==> config.mk <==
export PLATFORM = sky130hd
export DESIGN_NAME = register_file_sequencer_flat
export DESIGN_NICKNAME = d
export VERILOG_FILES = /design/src/rtl/register_file_sequencer_if.sv /design/src/rtl/register_file_sequencer.sv /design/src/flat_wrapper.sv
export SDC_FILE = /design/constraint.sdc
export NUM_CORES = 1
export LEC_CHECK = 0
export ABC_AREA = 0
export ABC_CLOCK_PERIOD_IN_PS = 2150
export CORE_UTILIZATION = 49
export DETAILED_ROUTE_END_ITERATION = 16
export PLACE_DENSITY = 0.75
export SETUP_SLACK_MARGIN = 0.1
export SYNTH_ARGS = -nofsm -noshare
export SYNTH_HDL_FRONTEND = slang
export SYNTH_SLANG_ARGS = --single-unit
==> constraint.sdc <==
create_clock -name clock -period 2.15 [get_ports clock]
set_input_delay 0.43 -clock clock [delete_from_list [all_inputs] [get_ports clock]]
set_output_delay 0.43 -clock clock [all_outputs]
set_load 0.03 [all_outputs]
==> src/rtl/register_file_sequencer_if.sv <==
// Command/response bus between the control path and the register file sequencer.
// The control path uses the master side. The sequencer uses the slave side.
interface register_file_sequencer_if #(
  parameter int DATA_WIDTH = 8,
  parameter int ADDR_WIDTH = 2
);
  logic                  cmd_valid;
  logic                  cmd_ready;
  logic [2:0]            cmd_op;
  logic [ADDR_WIDTH-1:0] cmd_src;
  logic [ADDR_WIDTH-1:0] cmd_dst;
  logic [DATA_WIDTH-1:0] cmd_data;
  logic                  rsp_valid;
  logic                  rsp_ready;
  logic [DATA_WIDTH-1:0] rsp_data;
  logic                  rsp_error;

  modport master (
    output cmd_valid, cmd_op, cmd_src, cmd_dst, cmd_data, rsp_ready,
    input  cmd_ready, rsp_valid, rsp_data, rsp_error
  );

  modport slave (
    input  cmd_valid, cmd_op, cmd_src, cmd_dst, cmd_data, rsp_ready,
    output cmd_ready, rsp_valid, rsp_data, rsp_error
  );
endinterface

==> src/rtl/register_file_sequencer.sv <==
// Command-driven master for the GPR register file.
// It accepts one operation per handshake and sequences the bank's read and write ports.
// It returns one response per command. It is the only writer of the bank.
// Every bank-facing output comes from a flop, so write_enable cannot glitch.
module register_file_sequencer #(
  parameter int DATA_WIDTH = 8,
  parameter int ADDR_WIDTH = 2
) (
  input  logic                   clock,
  input  logic                   reset,
  register_file_sequencer_if.slave bus,
  output logic [ADDR_WIDTH-1:0]  rf_read_address,
  input  logic [DATA_WIDTH-1:0]  rf_read_data,
  output logic [ADDR_WIDTH-1:0]  rf_write_address,
  output logic [DATA_WIDTH-1:0]  rf_write_data,
  output logic                   rf_write_enable
);

  localparam int NUM_REGS = 2 ** ADDR_WIDTH;
  localparam logic [ADDR_WIDTH-1:0] LAST_REG = ADDR_WIDTH'(NUM_REGS - 1);

  localparam logic [2:0] OP_WRITE = 3'd0;
  localparam logic [2:0] OP_READ  = 3'd1;
  localparam logic [2:0] OP_COPY  = 3'd2;
  localparam logic [2:0] OP_SWAP  = 3'd3;
  localparam logic [2:0] OP_ADDI  = 3'd4;
  localparam logic [2:0] OP_CLEAR = 3'd5;

  typedef enum logic [2:0] {
    IDLE,
    RD_A,
    RD_B,
    WR_A,
    WR_B,
    CLR,
    RESP
  } state_t;

  state_t                state_q;
  logic [2:0]            op_q;
  logic [ADDR_WIDTH-1:0] src_q;
  logic [ADDR_WIDTH-1:0] dst_q;
  logic [DATA_WIDTH-1:0] data_q;
  logic [DATA_WIDTH-1:0] tmpA_q;
  logic [DATA_WIDTH-1:0] tmpB_q;
  logic [ADDR_WIDTH-1:0] clrCnt_q;
  logic [ADDR_WIDTH-1:0] rdAddr_q;
  logic [ADDR_WIDTH-1:0] wrAddr_q;
  logic [DATA_WIDTH-1:0] wrData_q;
  logic                  wrEn_q;
  logic                  rspValid_q;
  logic [DATA_WIDTH-1:0] rspData_q;
  logic                  rspError_q;

  assign bus.cmd_ready  = (state_q == IDLE);
  assign bus.rsp_valid  = rspValid_q;
  assign bus.rsp_data   = rspData_q;
  assign bus.rsp_error  = rspError_q;
  assign rf_read_address  = rdAddr_q;
  assign rf_write_address = wrAddr_q;
  assign rf_write_data    = wrData_q;
  assign rf_write_enable  = wrEn_q;

  // Sequencer FSM. Every output is set on the edge that enters the state that uses it.
  always_ff @(posedge clock) begin
    if (!reset) begin
      state_q    <= IDLE;
      op_q       <= '0;
      src_q      <= '0;
      dst_q      <= '0;
      data_q     <= '0;
      tmpA_q     <= '0;
      tmpB_q     <= '0;
      clrCnt_q   <= '0;
      rdAddr_q   <= '0;
      wrAddr_q   <= '0;
      wrData_q   <= '0;
      wrEn_q     <= 1'b0;
      rspValid_q <= 1'b0;
      rspData_q  <= '0;
      rspError_q <= 1'b0;
    end else begin
      wrEn_q <= 1'b0;
      case (state_q)
        IDLE: begin
          if (bus.cmd_valid) begin
            op_q       <= bus.cmd_op;
            src_q      <= bus.cmd_src;
            dst_q      <= bus.cmd_dst;
            data_q     <= bus.cmd_data;
            rspError_q <= 1'b0;
            case (bus.cmd_op)
              OP_WRITE: begin
                wrAddr_q <= bus.cmd_dst;
                wrData_q <= bus.cmd_data;
                wrEn_q   <= 1'b1;
                state_q  <= WR_A;
              end
              OP_READ, OP_COPY, OP_SWAP, OP_ADDI: begin
                rdAddr_q <= bus.cmd_src;
                state_q  <= RD_A;
              end
              OP_CLEAR: begin
                clrCnt_q <= '0;
                wrAddr_q <= '0;
                wrData_q <= '0;
                wrEn_q   <= 1'b1;
                state_q  <= CLR;
              end
              default: begin
                rspData_q  <= '0;
                rspError_q <= 1'b1;
                rspValid_q <= 1'b1;
                state_q    <= RESP;
              end
            endcase
          end
        end
        RD_A: begin
          tmpA_q <= rf_read_data;
          case (op_q)
            OP_READ: begin
              rspData_q  <= rf_read_data;
              rspValid_q <= 1'b1;
              state_q    <= RESP;
            end
            OP_SWAP: begin
              rdAddr_q <= dst_q;
              state_q  <= RD_B;
            end
            OP_ADDI: begin
              wrAddr_q <= dst_q;
              wrData_q <= rf_read_data + data_q;
              wrEn_q   <= 1'b1;
              state_q  <= WR_A;
            end
            default: begin
              wrAddr_q <= dst_q;
              wrData_q <= rf_read_data;
              wrEn_q   <= 1'b1;
              state_q  <= WR_A;
            end
          endcase
        end
        RD_B: begin
          tmpB_q   <= rf_read_data;
          wrAddr_q <= dst_q;
          wrData_q <= tmpA_q;
          wrEn_q   <= 1'b1;
          state_q  <= WR_A;
        end
        WR_A: begin
          if (op_q == OP_SWAP) begin
            wrAddr_q <= src_q;
            wrData_q <= tmpB_q;
            wrEn_q   <= 1'b1;
            state_q  <= WR_B;
          end else begin
            // For WRITE, COPY and ADDI, the value just written is the response value.
            rspData_q  <= wrData_q;
            rspValid_q <= 1'b1;
            state_q    <= RESP;
          end
        end
        WR_B: begin
          rspData_q  <= tmpA_q;
          rspValid_q <= 1'b1;
          state_q    <= RESP;
        end
        CLR: begin
          if (clrCnt_q == LAST_REG) begin
            clrCnt_q   <= '0;
            rspData_q  <= '0;
            rspValid_q <= 1'b1;
            state_q    <= RESP;
          end else begin
            clrCnt_q <= clrCnt_q + 1'b1;
            wrAddr_q <= clrCnt_q + 1'b1;
            wrData_q <= '0;
            wrEn_q   <= 1'b1;
          end
        end
        RESP: begin
          if (bus.rsp_ready) begin
            rspValid_q <= 1'b0;
            state_q    <= IDLE;
          end
        end
        default: begin
          state_q <= IDLE;
        end
      endcase
    end
  end

endmodule
==> src/flat_wrapper.sv <==
// flat-port wrapper written by rule: the top's interface ports become plain ports
module register_file_sequencer_flat 
#(
  parameter int DATA_WIDTH = 8,
  parameter int ADDR_WIDTH = 2
)
  (clock, reset, rf_read_address, rf_read_data, rf_write_address, rf_write_data, rf_write_enable, bus_cmd_valid, bus_cmd_op, bus_cmd_src, bus_cmd_dst, bus_cmd_data, bus_rsp_ready, bus_cmd_ready, bus_rsp_valid, bus_rsp_data, bus_rsp_error);
  register_file_sequencer_if #(.DATA_WIDTH(DATA_WIDTH), .ADDR_WIDTH(ADDR_WIDTH)) bus_i ();
  input  logic clock;
  input  logic reset;
  output logic [ADDR_WIDTH-1:0] rf_read_address;
  input  logic [DATA_WIDTH-1:0] rf_read_data;
  output logic [ADDR_WIDTH-1:0] rf_write_address;
  output logic [DATA_WIDTH-1:0] rf_write_data;
  output logic rf_write_enable;
  input wire logic [$bits(bus_i.cmd_valid)-1:0] bus_cmd_valid;
  input wire logic [$bits(bus_i.cmd_op)-1:0] bus_cmd_op;
  input wire logic [$bits(bus_i.cmd_src)-1:0] bus_cmd_src;
  input wire logic [$bits(bus_i.cmd_dst)-1:0] bus_cmd_dst;
  input wire logic [$bits(bus_i.cmd_data)-1:0] bus_cmd_data;
  input wire logic [$bits(bus_i.rsp_ready)-1:0] bus_rsp_ready;
  output wire logic [$bits(bus_i.cmd_ready)-1:0] bus_cmd_ready;
  output wire logic [$bits(bus_i.rsp_valid)-1:0] bus_rsp_valid;
  output wire logic [$bits(bus_i.rsp_data)-1:0] bus_rsp_data;
  output wire logic [$bits(bus_i.rsp_error)-1:0] bus_rsp_error;
  assign bus_i.cmd_valid = bus_cmd_valid;
  assign bus_i.cmd_op = bus_cmd_op;
  assign bus_i.cmd_src = bus_cmd_src;
  assign bus_i.cmd_dst = bus_cmd_dst;
  assign bus_i.cmd_data = bus_cmd_data;
  assign bus_i.rsp_ready = bus_rsp_ready;
  assign bus_cmd_ready = bus_i.cmd_ready;
  assign bus_rsp_valid = bus_i.rsp_valid;
  assign bus_rsp_data = bus_i.rsp_data;
  assign bus_rsp_error = bus_i.rsp_error;
  register_file_sequencer #(.DATA_WIDTH(DATA_WIDTH), .ADDR_WIDTH(ADDR_WIDTH)) u_core (.clock(clock), .reset(reset), .bus(bus_i), .rf_read_address(rf_read_address), .rf_read_data(rf_read_data), .rf_write_address(rf_write_address), .rf_write_data(rf_write_data), .rf_write_enable(rf_write_enable));
endmodule
# --- After elaboration in Yosys (flattened, before gate mapping) ---
# Cells that the tools add are included.
op_classes:
  n_addsub: 2
  eq_ne: 28
  muxes: 47
  reduce_logical: 18
op_table:
  columns: ["op", "n"]
  rows:
  - ["case mux 8 bit (5 select lines)", 2]
  - ["2-to-1 mux 8 bit", 8]
  - ["case mux 8 bit (2 select lines)", 2]
  - ["2-to-1 mux 2 bit", 11]
  - ["case mux 3 bit (7 select lines)", 1]
  - ["== test 3 bit (second input constant)", 6]
  - ["== test 3 x 2 -> 1 bit (second input constant)", 5]
  - ["2-to-1 mux 1 bit", 12]
  - ["!= test 2 x 1 -> 1 bit (second input constant)", 6]
  - ["!= test 2 bit (second input constant)", 6]
  - ["case mux 2 bit (2 select lines)", 3]
  - ["AND reduction 6 bit", 2]
  - ["case mux 2 bit (5 select lines)", 1]
  - ["nonzero test 5 bit", 2]
  - ["== test 3 x 1 -> 1 bit (second input constant)", 3]
  - ["2-to-1 mux 3 bit", 3]
  - ["case mux 3 bit (3 select lines)", 1]
  - ["adder 8 bit", 1]
  - ["AND reduction 7 bit", 1]
  - ["logical NOT 3 bit", 2]
  - ["case mux 1 bit (6 select lines)", 1]
  - ["case mux 3 bit (2 select lines)", 1]
  - ["AND reduction 3 bit", 2]
  - ["nonzero test 6 bit", 1]
  - ["10 further kinds", 12]
word_totals:
  regBits: 59
  in_bits: 27
  wordCells: 110

# --- Longest topological paths before layout ---
logic_depth:
  word_depth: 5
  mapped_depth: 8
  depth_no_buf: 8

# --- Worst setup path after synthesis ---
# OpenSTA, ideal clock, no wires.
synth_path:
  path_type: "input port to flip-flop"
  startpoint: "input port rf_read_data[0]"
  endpoint: "register u_core.wrData_q[6] (netlist: u_core.rf_write_data[6])"
  setup_time_ns: 0.116
  arrival_time_ns: 1.968
  t_required_ns: 2.034
  path_slack_ns: 0.066
  stages: 8
  path_buffers: 0
  cell_sequence: "ha_1 -> fa_1 -> a211oi_1 -> o21bai_1 -> a21oi_1 -> or4_1 -> a31oi_1 -> a31o_1"
synth_via:
  elab_chain_len: 3
synth_lines:
  columns: ["item", "line", "rtl"]
  rows:
  - ["start, declared", "flat_wrapper.sv:12", "input logic [DATA_WIDTH-1:0] rf_read_data;"]
  - ["adder 8 bit", "register_file_sequencer.sv:133", "wrData_q <= rf_read_data + data_q;"]
  - ["case mux 8 bit (2 select lines)", "register_file_sequencer.sv:121", "case (op_q)"]
  - ["case mux 8 bit (5 select lines)", "register_file_sequencer.sv:84", "case (state_q)"]
  - ["end signal, assigned", "register_file_sequencer.sv:95", "wrData_q <= bus.cmd_data;"]
  - ["end signal, assigned", "register_file_sequencer.sv:133", null]
  - ["end signal, assigned", "register_file_sequencer.sv:139", "wrData_q <= rf_read_data;"]
  - ["end, declared", "register_file_sequencer.sv:49", "logic [DATA_WIDTH-1:0] wrData_q;"]
# No other way between the ends.
# A chain may end at the register's enable or synchronous reset.

# --- Worst setup path in the final report ---
layout_path:
  startpoint: "register u_core.data_q[0]"
  endpoint: "register u_core.wrData_q[6] (netlist: u_core.rf_write_data[6])"
layout_via:
  elab_chain_len: 3
layout_lines:
  columns: ["item", "line", "rtl"]
  rows:
  - ["start, declared", "register_file_sequencer.sv:43", "logic [DATA_WIDTH-1:0] data_q;"]
  - ["start signal, assigned", "register_file_sequencer.sv:90", "data_q <= bus.cmd_data;"]
  - ["adder 8 bit", "register_file_sequencer.sv:133", null]
  - ["case mux 8 bit (2 select lines)", "register_file_sequencer.sv:121", null]
  - ["case mux 8 bit (5 select lines)", "register_file_sequencer.sv:84", null]
# No other way between the ends.

==> results.txt <==
The number of vias per cell after detailed routing came out at 5.75. The number of nets with antenna violations after routing came out at 0. Setup violations remaining at the end of the flow were counted as 0. The wire length per cell after detailed routing came out at 16.3 um. The number of cells traversed by the worst register-to-register path is 8. The switching component of the power came out at 2830 uW.

Counting flops with a built-in enable in the synthesized netlist gives 0. The worst setup path is of the register to register kind. After clock tree synthesis, the setup repair step added 0 buffers. The worst register-to-register path begins at u_core.data_q[0]$_SDFFE_PN0P_. Across all layers, the routed design uses 3,491 vias. The shortest clock period the worst path allows after layout is 1.95 ns. Clock-pin slew was measured on the worst setup and hold paths at 0.08 ns. The transition time of the tightest slew-check pin is 0.671 ns. The via count of the first global-routing pass was 3,224. The Yosys step of the flow raised 0 warnings. For met3 alone, demand over resource in global routing was 0.0645. For this configuration, the core starts out at a cell density of 0.507. The maximum frequency from static timing analysis came out at 0.513 GHz. In the global route stage, overall resource usage came out at 0.279.

The static leakage is 0.00180 uW. The internal portion of the total power is 3510 uW. The maximum count of clock buffers along a single path came out at 2.

The area of the die is 7370 um2. The total of max-cap violations came out at 0. The die is 85.8 um tall. The final-report hold violation count came out at 0. dfxtp_1 takes more of the synthesized area than any other cell. Routability-driven placement finished with a final weighted congestion of 0.879. Sorting the synthesized cells by area gives the leading types as dfxtp_1 34%, nand2_1 11%, mux2i_1 7.6%. The register bit count reported by yosys is 59.

The worst supply voltage drop on vdd is 706 uV. The sequential cell fraction of total power is 0.264. In this run the worst setup path begins at u_core.data_q[0]$_SDFFE_PN0P_. The final antenna diode count came out at 0. The insertion delay to the later sink of the worst-skew pair is 0.35 ns. The number of antenna violations at the first check in global routing came out at 0. The final worst-path cycle share came out at 0.907.

Setup repair after global routing could not meet its margin everywhere. The data required time of the worst path is 2.40 ns. The average cell area after synthesis is 8.01 um2. The met1 routing resource usage after global routing came out at 0.376. The wire length of the first global-routing pass is 15.9 mm. The most used flip-flop cell after synthesis is dfxtp_1. In this run the worst path has a maximum fanout of 3.

The maximum number of pins on one net before global-route repair came out at 63. In the synthesized netlist, the number of instances is 430. The fraction of power consumed by combinational cells came out at 0.568. The fraction of registers with async set or reset after synthesis came out at 0.

The die extent in x came out at 85.8 um. Of the post-synthesis cell area, the dominant cell type holds 0.343. The initialized floorplan defines 30 standard-cell rows. TritonCTS built the clock tree. The clock tree skew after final layout came out at 0.0106 ns. For hold timing, the worst endpoint is u_core.bus.rsp_valid$_SDFFE_PN0P_. The register area share after synthesis came out at 0.343.

The nature of the critical path startpoint is a register. The core box area came out at 6790 um2. The number of max-slew violations in the final report is 0.

The count of cells along the worst hold path is 2. At the worst endpoint, the arrival time is 2.20 ns. The min-delay analysis places its worst path in the category register to register.

The count of buffers added on input and output ports is 50. The global-route layer with the greatest usage is met2. The clock drives 59 sinks.

In the global route stage, met2 resource usage came out at 0.443. The number of DRC violations after detailed routing came out at 0. The number of nets at the end of the flow is 542. The maximum level of the CTS H-tree is 3. The hold buffer count at CTS is 0.

The I/O pin count came out at 51. The placed wire-length estimate after detailed placement came out at 6.94 mm. The initial DRC count is 316. The area growth from synthesis to layout is 32.3%.

The run finished with clean final reports. The cell sitting at the root of the clock tree is a clkbuf_8. The first-pass iteration count of the detailed router came out at 5. The final-layout fill cell count came out at 557. The final hold slack came out at 0.439 ns.

The worst relative slew slack is 0.551. Synthesis produced a netlist with a net count of 466. The combined area of all synthesized cells came out at 3440 um2. The endpoint of the worst register-to-register path is u_core.rf_write_data[6]$_SDFFE_PN0P_.

The total wire length after detailed routing came out at 9.90 mm. The worst register-to-register path has a setup slack of 0.20 ns. The total global routing overflow is 0. The worst hold path begins at u_core.bus.rsp_valid$_SDFFE_PN0P_. STA classifies the critical path endpoint as a register.

The fraction of power consumed by the clock network is 0.168. The proportion of total power due to net switching is 0.446. In the final layout, the share of cells above drive strength 1 is 0.160.

The number of buffers added by the clock tree synthesis step came out at 9. The total negative setup slack is 0 ns. The count of unique library cells instantiated by Yosys is 56. Dividing total power by cell area gives a power density of 1390 nW/um2.
-- area by class of cell --
class                      count  area (um2)  share of cell area
multi-input combinational    337        2190               0.482
inverter                       8        30.0             0.00659
clock buffer                  12         155              0.0340
sequential                    59        1180               0.259
clock inverter                 4        48.8              0.0107
tap                           96         120              0.0264
timing repair buffer          91         827               0.181
-- cell usage after synthesis, types with 3 or more instances --
library cell and n:
o21ai_1 8, a211oi_1 6, dfxtp_1 59, o22ai_1 5, nor2_1 12, buf_2 11
o21ai_0 18, nand3_1 7, mux2i_1 26, and2_1 8, inv_2 3, o2111ai_1 4
nand2_1 99, a21o_1 5, xnor2_1 4, a21boi_0 13, a21boi_1 18, inv_1 5
ha_1 8, clkbuf_1 13, a21oi_1 24, nor2b_1 21, a31oi_1 6
-- kinds of logic (layout without fill, tap and decap cells) --
logic type      count (synthesis)  count (layout)  synth area share
flops                          59              59             0.343
simple gates                  166             166             0.230
fa+ha+maj                       9               9            0.0349
xor+xnor                        6               6            0.0153
compound gates                129             129             0.253
mux                            27              27            0.0789
buf+inv                        34             115            0.0443
-- state kept, by name, indices dropped and copies added, names as in the netlist --
| signal | cells |
|---|---|
| u_core.tmpA_q | 8 |
| u_core.rf_read_address | 2 |
| u_core.state_q | 3 |
| u_core.bus.rsp_error | 1 |
| u_core.rf_write_address | 2 |
| u_core.bus.rsp_data | 8 |
| u_core.op_q | 3 |
| u_core.dst_q | 2 |
| u_core.tmpB_q | 8 |
| u_core.data_q | 8 |
| u_core.bus.rsp_valid | 1 |
| u_core.src_q | 2 |
| u_core.rf_write_enable | 1 |
| u_core.clrCnt_q | 2 |
| u_core.rf_write_data | 8 |
-- cells in the final DEF (no fill, tap or decap), drive strengths merged, types with 7 or more instances in the layout --
| master | count |
|---|---|
| o21ai | 26 |
| nand3 | 7 |
| mux2i | 26 |
| and2 | 8 |
| nand2 | 99 |
| a21oi | 24 |
| nor2 | 12 |
| clkbuf | 12 |
| buf | 41 |
| ha | 8 |
| clkdlybuf4s50 | 43 |
| nor2b | 21 |
| dfxtp | 59 |
| a21boi | 31 |
| inv | 8 |
-- routing by layer --
| layer | vias to the layer above | wire length [um] |
|---|---|---|
| li1 | 1679 | - |
| met4 | 0 | 150 |
| met3 | 22 | 745 |
| met1 | 1636 | 4460 |
| met2 | 154 | 4540 |
| met5 | - | 0 |
-- power groups by stage --
stage          sequential, uW  combinational, uW  clock, uW
3_5_place_dp             1670               3460          0
3_3_place_gp             1660               3410          0
5_1_grt                  1710               3880       1120
4_1_cts                  1660               3490       1060
6_report                 1670               3600       1070
2_1_floorplan            1840               2060          0
-- worst max-delay path, stage by stage (launching register included) --
cell,delay [ns]
dfxtp_1,0.34
ha_2,0.21
fa_2,0.37
a211oi_2,0.24
o21bai_1,0.12
a21oi_1,0.18
or4_1,0.13
a31oi_1,0.07
a31o_1,0.18
-- through the flow --
step	instances	utilization	worst slack [ns]	cell area (um2)	power, uW
2_1_floorplan	430	-	0.111	3450	3900
3_3_place_gp	591	0.628	-0.466	4270	5070
3_5_place_dp	591	0.628	-0.478	4270	5140
4_1_cts	607	0.661	0.128	4490	6210
5_1_grt	607	0.671	0.0920	4560	6710
6_report	607	0.671	0.201	4560	6340
-- how the worst max path moves through the flow --
stage / end / slack (ns)
2_1_floorplan: u_core.rf_write_data[6]$_SDFFE_PN0P_ / 0.11
3_3_place_gp: u_core.rf_write_data[6]$_SDFFE_PN0P_ / -0.47
3_5_place_dp: u_core.rf_write_data[6]$_SDFFE_PN0P_ / -0.48
4_1_cts: u_core.rf_write_data[6]$_SDFFE_PN0P_ / 0.13
5_1_grt: u_core.rf_write_data[6]$_SDFFE_PN0P_ / 0.09
6_report: u_core.rf_write_data[6]$_SDFFE_PN0P_ / 0.20
-- timing repair --
item / CTS / global route
hold endpoints to repair: 0 / 0
pin swaps: 4 / 4
setup endpoints to repair: 4 / 10
gates resized for setup: 9 / 11
Note: power is estimated with default switching activity, not from simulation.
